## config.mk

```make
export PLATFORM = sky130hd
export DESIGN_NAME = dmem_arbiter
export DESIGN_NICKNAME = d
export VERILOG_FILES = /design/src/rtl/dmem_arbiter.sv
export SDC_FILE = /design/constraint.sdc
export NUM_CORES = 1
export LEC_CHECK = 0
export ABC_AREA = 1
export CAP_MARGIN = 15
export CORE_MARGIN = 5
export CORE_UTILIZATION = 40
export DETAILED_ROUTE_END_ITERATION = 6
export PLACE_DENSITY = 0.85
export SETUP_SLACK_MARGIN = 0.05
export SLEW_MARGIN = 25
export SYNTH_ARGS = -nofsm -noshare
export SYNTH_HDL_FRONTEND = slang
export SYNTH_SLANG_ARGS = --single-unit
```

## constraint.sdc

```tcl
create_clock -name clk -period 4.5 [get_ports clk]
set_input_delay 0.9 -clock clk [delete_from_list [all_inputs] [get_ports clk]]
set_output_delay 0.9 -clock clk [all_outputs]
set_load 0.03 [all_outputs]
```

## src/rtl/dmem_arbiter.sv

```systemverilog
// dmem_arbiter: round-robin two-port arbiter and sequencer with lock and window checks in front of the single-port data memory
module dmem_arbiter #(
  parameter logic [31:0] BASE_ADDR = 32'h10010000,
  parameter int unsigned DEPTH_WORDS = 4096
) (
  input  logic        clk,
  input  logic        rst_n,
  input  logic [1:0]  req,
  input  logic [1:0]  we,
  input  logic [1:0]  lock,
  input  logic [31:0] addr0,
  input  logic [31:0] addr1,
  input  logic [31:0] wdata0,
  input  logic [31:0] wdata1,
  output logic [1:0]  ack,
  output logic [31:0] rdata,
  output logic        err,
  output logic        busy,
  output logic        memRead,
  output logic        memWrite,
  output logic [31:0] address,
  output logic [31:0] writeData,
  input  logic [31:0] readData
);
  typedef enum logic [1:0] {IDLE, ACCESS, RESP} state_t;
  localparam logic [32:0] LIMIT = {1'b0, BASE_ADDR} + 33'(4 * DEPTH_WORDS);
  state_t      r_state, w_next;
  logic        r_win, r_we, r_inr, r_rr_last, r_lock_v, r_lock_own, r_err;
  logic [31:0] r_addr, r_wdata, r_rdata;
  logic [1:0]  r_ack;
  logic [3:0]  r_cnt;
  logic [1:0]  w_req;
  logic        w_win, w_inr, w_blocked;
  logic [31:0] w_addr;
  always_comb begin
    w_req = r_lock_v ? req & (r_lock_own ? 2'b10 : 2'b01) : req;
    w_win = &w_req ? ~r_rr_last : w_req[1];
    w_addr = w_win ? addr1 : addr0;
    w_inr = {1'b0, w_addr} >= {1'b0, BASE_ADDR} && {1'b0, w_addr} < LIMIT && w_addr[1:0] == 2'b00;
    w_blocked = r_state == IDLE && r_lock_v && req[~r_lock_own];
    w_next = r_state == IDLE ? (|w_req ? ACCESS : IDLE) : r_state == ACCESS ? RESP : IDLE;
  end
  always_ff @(posedge clk) begin
    if (!rst_n) begin
      r_state <= IDLE;
      r_win <= 1'b0;
      r_we <= 1'b0;
      r_inr <= 1'b0;
      r_rr_last <= 1'b1;
      r_lock_v <= 1'b0;
      r_lock_own <= 1'b0;
      r_err <= 1'b0;
      r_addr <= 32'd0;
      r_wdata <= 32'd0;
      r_rdata <= 32'd0;
      r_ack <= 2'b00;
      r_cnt <= 4'd0;
    end else begin
      r_state <= w_next;
      r_ack <= 2'b00;
      r_cnt <= w_blocked && r_cnt != 4'hf ? r_cnt + 4'd1 : 4'd0;
      if (w_blocked && r_cnt == 4'hf) r_lock_v <= 1'b0;
      if (r_state == IDLE && |w_req) begin
        r_win <= w_win;
        r_addr <= w_addr;
        r_we <= we[w_win];
        r_wdata <= w_win ? wdata1 : wdata0;
        r_inr <= w_inr;
      end
      if (r_state == ACCESS) begin
        r_rdata <= !r_we && r_inr ? readData : 32'd0;
        r_err <= ~r_inr;
        r_ack <= r_win ? 2'b10 : 2'b01;
      end
      if (r_state == RESP) begin
        r_rr_last <= r_win;
        r_lock_v <= lock[r_win];
        r_lock_own <= r_win;
      end
    end
  end
  assign ack = r_ack;
  assign rdata = r_rdata;
  assign err = r_err;
  assign busy = r_state != IDLE;
  assign memRead = rst_n && r_state == ACCESS && !r_we && r_inr;
  assign memWrite = rst_n && r_state == ACCESS && r_we && r_inr;
  assign address = r_addr;
  assign writeData = r_wdata;
endmodule

```

==> impl_metrics.yaml <==
run_status:
  outcome: "complete, no violations"
global_routing:
  grt_max_degree: 101
  first_global_vias: 4963
  grt_usage_pct: 22.0
  grt-ovfl-total: 0
  grt_pass1_wl_mm: 23.7
  antenna_found_initial: 0
finish:
  layout-drive-gt1-share_pct: 4.15
  areaGrowthSynthToFinish_pct: 66.3
  antenna_cells: 0
  fill_cells: 870
  nets: 959
  fin_cells: 935
min_path:
  hold_depth: 1
  hold_class: "reg -> reg"
  hold_end: "r_cnt[0]"
  hold_start: "r_cnt[0]"
sta:
  final.setup_skew_ns: 0.00811
  hold_ws_ns: 0.457
  setup_viol: 0
  final.setup.tns_ns: 0
  rsz0062_at_grt: "false"
  max_freq_mhz: 260
  drv_slew: 0
  period_share_pct: 85.4
  worst_slack_ns: 0.658
  worst_pin_slew_ns: 1.01
  hold_violations: 0
  slew_headroom_pct: 32.6
  fin_crit_ns: 3.84
detailed_routing:
  avgViaCountPerCell: 5.34
  drt-initial-drc-count: 325
  wirelength_mm: 15.8
  vias: 4992
  wl_per_cell_um: 16.9
  drt_first_pass_iters: 5
  antenna_left: 0
  drc_errors: 0
cts:
  clkLatencyLatePin_ns: 0.34
  cts-resized-gates: 0
  cts-hold-fix-buffers: 0
  clock_path_buffers: 2
  cts-buffers-inserted: 9
  cts_sinks: 111
  postCtsSetupBuffers: 0
  h-tree-depth: 3
  clk_pin_slew_ns: 0.08
  cts_tree: "built"
  root_buffer: "clkbuf_16"
critical_path:
  cpMaxStageDelayCell: "clkdlybuf4s50_1"
  timing.reg2reg.setup_slack_ns: 2.11
  crit_required_ns: 3.60
  crit_path_end_kind: "output pin"
  path_common_cell: "inv_1"
  timing.rr.end: "writeData[1]"
  path_class: "reg -> out"
  reg2regPathDepth: 7
  arrival_ns: 2.94
  crit_buf_inv: 5
  crit_family: "buffers and inverters"
  path_max_fanout: 33
  slowest_delay_ns: 0.74
  r2r_start: "r_lock_own"
  cp-start-kind: "register"
  path_cells: "inv_1 > nor2_1 > inv_1 > nor2_1 > nand2_1 > inv_1 > buf_4 > clkdlybuf4s50_1"
synth:
  async_flop_share_pct: 0
  ys_types: 25
  yosysMostFrequentCell: "dfxtp_1"
  synthXorXnorAreaFrac_pct: 0.390
  synthMuxAreaShare_pct: 0
  yosys.area_share.simple_pct: 15.6
  ys_ff_latch: 111
  syn_avg_cell_area_um2: 8.15
  syn_inst: 551
  synth_commonest_cells: "111 x dfxtp_1, 106 x nand2_1, 75 x a21oi_1"
  synth_edf_count: 0
  yosys.area.top_type: "dfxtp_1"
  ys.flop_type: "dfxtp_1"
  synth_fp_nets: 720
  synthAdderAreaFrac_pct: 0.278
  yosys_warnings: 0
  synth_compound_area_share_pct: 27.8
  synth_seq_area_share_pct: 49.5
  yosys-top-cells-area: "dfxtp_1 49%, nand2_1 8.9%, a21oi_1 8.4%"
  syn_area_mm2: 0.00449
  synth_top_family_by_area: "compound AO/OA/AOI/OAI gates"
  synth_top_cell_area_share_pct: 49.5
place:
  port_buffers: 269
  dp.cells: 919
  place_congestion: 0.852
  preCtsSetupSlack_ns: 1.03
  dp_hpwl_mm: 11.6
die:
  die_x_um: 116
  dieArea_mm2: 0.0135
  die-height_um: 116
  initial_core_util_pct: 41.1
  ios: 270
  row_count: 38
  coreArea_mm2: 0.0109
pwr:
  p_leak_uw: 0.00290
  cellPowerDensity_mw_per_mm2: 346
  peakVddDrop_uv: 282
  finalPower_uw: 2590
run:
  max-cap-violations: 0
## registers in the layout, summed over array words and instances, names as in the netlist
name        flops
r_state         2
r_win           1
rdata          32
writeData      32
r_lock_v        1
r_lock_own      1
err             1
address        32
ack             2
r_inr           1
r_rr_last       1
r_we            1
r_cnt           4
## through the flow
step	area, µm²	util [%]
3_5_place_dp	7170	65.6
5_1_grt	7470	68.3
6_report	7470	68.3
3_3_place_gp	7170	65.6
2_1_floorplan	4490	-
4_1_cts	7470	68.3
## how the worst max path moves through the flow
stage | start | end | cells past startpoint
2_1_floorplan | rst_n | memWrite | 4
3_3_place_gp | rst_n | memRead | 7
3_5_place_dp | r_state[0] | memRead | 8
4_1_cts | r_state[0] | memRead | 8
5_1_grt | r_state[0] | memRead | 8
6_report | r_state[0] | memRead | 8
## placed cells by master (no fill, tap or decap)
master	synthesis	layout
a31oi_1	27	27
clkdlybuf4s50_1	0	268
inv_8	0	2
ha_1	1	1
a32o_1	32	32
o211ai_1	1	1
inv_2	0	1
nand2_4	2	2
clkinvlp_4	0	1
buf_2	16	1
inv_6	0	1
nand2_2	6	6
a21oi_2	2	1
clkinv_8	0	1
dfxtp_1	111	111
nor3_1	1	1
a21oi_1	75	75
nand3_4	1	1
o21ai_1	2	2
nand3b_1	3	3
inv_1	19	18
o311ai_0	1	1
xnor2_1	1	1
clkinv_4	0	2
nand3_1	21	21
nand2_1	106	106
xor2_1	1	1
buf_4	4	4
clkbuf_16	0	9
a21oi_4	0	1
nor2_1	25	25
o21ai_0	68	68
## layer usage
metal  vias to the layer above  part of all wire (%)  global-route usage, %
met5                         -                     0                      0
met4                         0                   3.0                   7.97
met3                        37                   9.4                   7.21
met2                       224                    51                   39.8
met1                      2324                    37                   23.8
li1                       2407                     -                      -
## area by class of cell
class / instances / area [µm²] / area share (%)
repair buffers: 273 / 2720 / 36.4
flip-flops and latches: 111 / 2220 / 29.7
multi-input cells: 376 / 1990 / 26.6
clock buffers: 9 / 225 / 3.01
well taps: 140 / 175 / 2.34
clock inverters: 7 / 72.6 / 0.971
inverters: 19 / 71.3 / 0.954
## cell families (layout without fill, tap and decap cells)
kind of cell               Yosys count  in the layout
adders and majority gates            1              1
and+or+nand+nor                    165            165
buffers and inverters               64            308
DFF                                111            111
AOI/OAI and AO/OA                  208            208
xor gates and xnor gates             2              2
## power by group
group,total (µW),internal (µW),switching (µW)
sequential,1100,1060,41.5
clock,777,393,384
combinational,709,319,390
No activity file was read; power rests on OpenSTA's default activity.
